$ cat src/rtl/irq_wdog_sched_pkg.sv
// Shared types for the IRQ scheduler / frame watchdog: FSM state encodings
// and the bit positions of the latched IRQ causes.
`timescale 1ns/1ps
package irq_wdog_sched_pkg;

    typedef enum logic {
        IRQ_IDLE = 1'b0,
        IRQ_PEND = 1'b1
    } irq_state_e;

    typedef enum logic {
        WD_COUNT = 1'b0,
        WD_FIRE  = 1'b1
    } wd_state_e;

    localparam int unsigned SRC_IRQCK = 0;
    localparam int unsigned SRC_LINE  = 1;

endpackage

$ cat src/rtl/irq_wdog_sched_edge_det.sv
// Single-register input stage with edge detection. Reset preloads both stages
// with the live input level so a held level never looks like an edge.
`timescale 1ns/1ps
module edge_det
    import irq_wdog_sched_pkg::*;
(
    input  logic clk,
    input  logic reset,
    input  logic d,
    output logic rise,
    output logic fall
);

    logic d_r;
    logic prev_r;

    // Capture the input and keep its previous registered value.
    always_ff @(posedge clk) begin
        if (reset) begin
            d_r    <= d;
            prev_r <= d;
        end else begin
            d_r    <= d;
            prev_r <= d_r;
        end
    end

    assign rise = d_r & ~prev_r;
    assign fall = ~d_r & prev_r;

endmodule

$ cat src/rtl/irq_wdog_sched.sv
// IRQ cause latching/acknowledge for the 6502 plus a VBLANK-driven frame
// watchdog that emits a fixed-width system reset pulse.
`timescale 1ns/1ps
module irq_wdog_sched
    import irq_wdog_sched_pkg::*;
#(
    parameter int unsigned WDOG_FRAMES = 15,
    parameter int unsigned WDOG_PULSE  = 16
) (
    input  logic       CLK10,
    input  logic       RESET,
    input  logic       HBLANK,
    input  logic       VBLANK,
    input  logic       IRQCK,
    input  logic [7:0] vcount,
    input  logic [7:0] irq_line,
    input  logic       line_irq_en,
    input  logic       irq_ack,
    input  logic       wdog_kick,
    output logic       IRQn,
    output logic [1:0] irq_src,
    output logic       WDOG_RESET,
    output logic [3:0] wdog_cnt
);

    localparam int unsigned PW = $clog2(WDOG_PULSE + 1);
    localparam logic [PW-1:0] PULSE_LAST = PW'(WDOG_PULSE - 1);
    localparam logic [3:0]    FRAMES_MAX = 4'(WDOG_FRAMES);

    logic hblank_rise_s, hblank_fall_s;
    logic vblank_rise_s, vblank_fall_s;
    logic irqck_rise_s, irqck_fall_s;
    logic edges_unused_s;

    edge_det u_hblank (.clk(CLK10), .reset(RESET), .d(HBLANK), .rise(hblank_rise_s), .fall(hblank_fall_s));
    edge_det u_vblank (.clk(CLK10), .reset(RESET), .d(VBLANK), .rise(vblank_rise_s), .fall(vblank_fall_s));
    edge_det u_irqck  (.clk(CLK10), .reset(RESET), .d(IRQCK),  .rise(irqck_rise_s),  .fall(irqck_fall_s));

    assign edges_unused_s = hblank_rise_s ^ vblank_fall_s ^ irqck_fall_s;

    irq_state_e    irq_state_r, irq_next_s;
    logic [1:0]    irq_src_r, src_set_s, src_next_s;
    logic          irq_n_r;

    wd_state_e     wd_state_r, wd_next_s;
    logic [3:0]    wdog_cnt_r, cnt_next_s;
    logic [PW-1:0] pulse_cnt_r, pulse_next_s;
    logic          wdog_reset_r;

    // IRQ next-state: new events survive a coincident acknowledge.
    always_comb begin
        src_set_s            = 2'b00;
        src_set_s[SRC_IRQCK] = irqck_rise_s;
        src_set_s[SRC_LINE]  = hblank_fall_s & line_irq_en & (vcount == irq_line);
        src_next_s           = irq_src_r | src_set_s;
        irq_next_s           = irq_state_r;
        case (irq_state_r)
            IRQ_IDLE: begin
                if (|irq_src_r) begin
                    irq_next_s = IRQ_PEND;
                end else begin
                    irq_next_s = IRQ_IDLE;
                end
            end
            IRQ_PEND: begin
                if (irq_ack) begin
                    src_next_s = src_set_s;
                    irq_next_s = (|src_set_s) ? IRQ_PEND : IRQ_IDLE;
                end else begin
                    irq_next_s = IRQ_PEND;
                end
            end
            default: begin
                irq_next_s = IRQ_IDLE;
                src_next_s = 2'b00;
            end
        endcase
    end

    // Watchdog next-state: frame counting in COUNT, timed pulse in FIRE.
    always_comb begin
        wd_next_s    = wd_state_r;
        cnt_next_s   = wdog_cnt_r;
        pulse_next_s = pulse_cnt_r;
        case (wd_state_r)
            WD_COUNT: begin
                pulse_next_s = {PW{1'b0}};
                if (wdog_kick) begin
                    cnt_next_s = 4'd0;
                end else if (vblank_rise_s) begin
                    if (wdog_cnt_r != 4'hF) begin
                        cnt_next_s = wdog_cnt_r + 4'd1;
                    end else begin
                        cnt_next_s = wdog_cnt_r;
                    end
                    if (cnt_next_s == FRAMES_MAX) begin
                        wd_next_s = WD_FIRE;
                    end else begin
                        wd_next_s = WD_COUNT;
                    end
                end else begin
                    cnt_next_s = wdog_cnt_r;
                end
            end
            WD_FIRE: begin
                if (pulse_cnt_r == PULSE_LAST) begin
                    wd_next_s    = WD_COUNT;
                    cnt_next_s   = 4'd0;
                    pulse_next_s = {PW{1'b0}};
                end else begin
                    pulse_next_s = pulse_cnt_r + PW'(1);
                end
            end
            default: begin
                wd_next_s    = WD_COUNT;
                cnt_next_s   = 4'd0;
                pulse_next_s = {PW{1'b0}};
            end
        endcase
    end

    // State and registered outputs for both FSMs.
    always_ff @(posedge CLK10) begin
        if (RESET) begin
            irq_state_r  <= IRQ_IDLE;
            irq_src_r    <= 2'b00;
            irq_n_r      <= 1'b1;
            wd_state_r   <= WD_COUNT;
            wdog_cnt_r   <= 4'd0;
            pulse_cnt_r  <= {PW{1'b0}};
            wdog_reset_r <= 1'b0;
        end else begin
            irq_state_r  <= irq_next_s;
            irq_src_r    <= src_next_s;
            irq_n_r      <= (irq_next_s != IRQ_PEND);
            wd_state_r   <= wd_next_s;
            wdog_cnt_r   <= cnt_next_s;
            pulse_cnt_r  <= pulse_next_s;
            wdog_reset_r <= (wd_next_s == WD_FIRE);
        end
    end

    assign IRQn       = irq_n_r;
    assign irq_src    = irq_src_r;
    assign WDOG_RESET = wdog_reset_r;
    assign wdog_cnt   = wdog_cnt_r;

endmodule

$ cat config.mk
export PLATFORM = sky130hd
export DESIGN_NAME = irq_wdog_sched
export DESIGN_NICKNAME = d
export VERILOG_FILES = /design/src/rtl/irq_wdog_sched_pkg.sv /design/src/rtl/irq_wdog_sched_edge_det.sv /design/src/rtl/irq_wdog_sched.sv
export SDC_FILE = /design/constraint.sdc
export NUM_CORES = 1
export LEC_CHECK = 0
export ABC_CLOCK_PERIOD_IN_PS = 1900
export BUFFER_PORTS_ARGS = -buffer_cell sky130_fd_sc_hd__buf_2
export CAP_MARGIN = 20
export CORE_MARGIN = 2
export CORE_UTILIZATION = 35
export DETAILED_ROUTE_END_ITERATION = 6
export SLEW_MARGIN = 20
export SYNTH_ARGS = -nofsm -noshare
export SYNTH_HDL_FRONTEND = slang
export SYNTH_SLANG_ARGS = --single-unit
$ cat constraint.sdc
create_clock -name CLK10 -period 1.9 [get_ports CLK10]
set_clock_uncertainty 0.1 [all_clocks]
set_input_delay 0.19 -clock CLK10 [delete_from_list [all_inputs] [get_ports CLK10]]
set_output_delay 0.19 -clock CLK10 [all_outputs]
set_load 0.005 [all_outputs]
==> results.toml <==
[power_and_ir_drop]
power_density_nw_per_um2 = 694
fin_total_pwr_uw = 769
power_leakage_nw = 0.472
peakVddDrop_mv = 0.537

[grt]
antenna_found_initial = 0
grt_max_degree = 14
met3_usage = 0.0395
first_global_vias = 606
grt_use_met1 = 0.136
grt-busiest-layer = "met2"
gr-total-overflow = 0
track_usage = 0.121
use_met2 = 0.214
grt_pass1_wl_um = 2480

[sta]
clock.fmax_ghz = 0.553
slew_viol_final = 0
finalSetupViolCount = 0
fin_setup_tns_ns = 0
relSlewSlack = 0.828
fin_crit_sh = 0.952
tightest_slew_ns = 0.258
fin_crit_ns = 1.81
hold_violations = 0

[logic_synthesis]
ys_types = 27
mappedNetlistArea_sq_um = 850
ys_ff_latch = 20
syn_avg_cell_area_sq_um = 9.65
synth_area_leaders = "dfxtp_1 (47%), xnor2_1 (10%), mux2_2 (5.3%), nor2_1 (5.3%), ha_1 (4.4%)"
ys.flop_type = "dfxtp_1"
synth_warnings = 0
synth.top_cell.area_share = 0.471
synthCells = 88
async_reset_ff_frac = 0
ys_seq_area_frac = 0.471
syn_nets = 115
synth-edff-count = 0
synth_area_leader_cell = "dfxtp_1"

[hold_path]
min_path_cells = 3
hold_class = "in -> reg"
worstHoldStart = "wdog_kick"
min_delay_worst_endpoint = "WDOG_RESET"

[floorplan]
dieHeight_um = 53.3
start_util = 0.377
die_width_um = 53.3
io_pins = 32
num_rows = 17
core_sq_um = 2250
die-area_sq_um = 2840

[route]
vias = 752
drtPass1Iterations = 4
wl_per_cell_um = 10.6
ant_nets = 0
finalWirelength_um = 1620
drcViolationCount = 0
dr.first_iter.drc_count = 10
via_per_inst = 4.92

[final_layout]
finalCoreUtilization = 0.491
final_cell_area_sq_um = 1110
nNetsFinal = 153
fill_cells = 235
antenna-diode-count = 0
drive_gt1_frac = 0.344
layout.cells.non_filler = 153
syn2layout_area_growth_pct = 30.3

[cts]
path_clk_slew_ns = 0.11
clock-sinks = 20
ctsRootBufferMaster = "clkbuf_4"
cts_tree = "done"
post_cts.repair.setup_buffers = 0
cts_buffers = 3
cts-htree-levels = 1
cts_buffer_depth = 2
insertion_delay_ns = 0.28

[setup_path]
r2r_start = "pulse_cnt_r[0]"
arrival_ns = 1.93
max_stage_delay_ns = 0.38
regToRegEndpoint = "wdog_cnt[0]"
startpoint = "pulse_cnt_r[0]"
path_class = "reg -> reg"
cp_max_fo = 5
worstSetupStartpointType = "register"
cp.required_ns = 2.03
critPathMostFrequentCell = "ha_1"
cpMaxStageDelayCell = "or3_1"
r2r_slack_ns = 0.09
endpoint_kind = "register"
path_cells = "ha_1 > and3_1 > ha_1 > inv_1 > a22o_1 > or3_1 > a21oi_2"
reg2regPathDepth = 7

[place]
io_buffers = 31
postPlaceCellArea_sq_um = 1040
dp_hpwl_um = 1330
dp_cells = 146
gp_routability_congestion = 0.743

[run_status]
status = "finished clean"

[flow_run]
drv_cap = 0
Yosys cell counts, drive strengths merged (2+ instances only):
cell type   n
dfxtp      20
nand4       2
nor3        3
inv         3
ha          3
mux2        4
nand3b      2
nand2       3
xnor2      10
a21oi       6
nand3       4
a22oi       2
nor2       12
cells by family (layout without fill, tap and decap cells):
kind of cell | count (synthesis) | after routing | share of synthesized area
mux | 4 | 4 | 0.0530
simple gates | 33 | 33 | 0.202
buf+inv | 4 | 41 | 0.0177
compound gates | 13 | 13 | 0.0987
flops | 20 | 20 | 0.471
xor+xnor | 11 | 11 | 0.113
fa+ha+maj | 3 | 3 | 0.0442
state kept, by name, indices dropped and copies added (netlist names):
name / count
u_irqck.d_r: 1
u_irqck.prev_r: 1
irq_src: 2
IRQn: 1
u_vblank.prev_r: 1
wdog_cnt: 4
u_hblank.d_r: 1
u_vblank.d_r: 1
pulse_cnt_r: 5
u_hblank.prev_r: 1
WDOG_RESET: 1
irq_state_r: 1
per-layer routing:
layer	up-vias	share of wire
met5	-	0
met4	0	0.012
met3	2	0.058
met2	21	0.50
met1	346	0.43
li1	383	-
worst max-delay path by stage:
stage	end	slack (ns)
after floorplan	wdog_cnt[0]	0.21
after global placement	wdog_cnt[0]	0.17
after detailed placement	wdog_cnt[0]	0.09
after CTS	wdog_cnt[0]	0.06
after global routing	wdog_cnt[0]	-0.01
final	wdog_cnt[0]	0.09
where the power goes:
part | internal [mW] | switching [mW] | total, mW
sequential | 0.435 | 0.00831 | 0.443
clock | 0.116 | 0.118 | 0.234
combinational | 0.0538 | 0.0377 | 0.0915
repair_timing:
action / in CTS / in global routing
endpoints found under the setup margin: 0 / 1
resized for setup: 0 / 2
hold buffers: 3 / 0
endpoints found under the hold margin: 3 / 0
final cells by class:
cell class	count	area (sq um)	area share
multi-input combinational	64	438	0.395
sequential	20	402	0.363
clock buffer	4	36.3	0.0328
timing repair buffer	34	185	0.167
inverter	3	11.3	0.0102
tap	28	35.0	0.0316
cells in the final DEF, fill, tap and decap left out, types with 2 or more instances in the layout:
cell,n
xnor2_1,10
dlygate4sd3_1,3
a21oi_1,5
buf_2,31
a22oi_1,2
nand4_1,2
nor2_1,12
dfxtp_1,19
nand2_1,3
nand3_1,4
ha_1,3
clkbuf_4,3
mux2_2,4
inv_1,3
nand3b_1,2
nor3_1,3
worst max-delay path: cells and delay by family, from the launching register on:
family	cells	cell delay (ns)
buffers and inverters	1	0.05
AOI/OAI and AO/OA	2	0.40
DFF	1	0.36
adders and majority gates	2	0.31
and+or+nand+nor	2	0.54
per-stage QoR:
| stage | hold slack (ns) | setup slack, ns |
|---|---|---|
| floorplan | 0.118 | 0.211 |
| global route | 0.115 | -0.00972 |
| finish | 0.114 | 0.0906 |
| CTS | 0.112 | 0.0649 |
| global placement | 0.204 | 0.175 |
| detailed placement | 0.205 | 0.0946 |
Power figures use the tool's default switching activity.
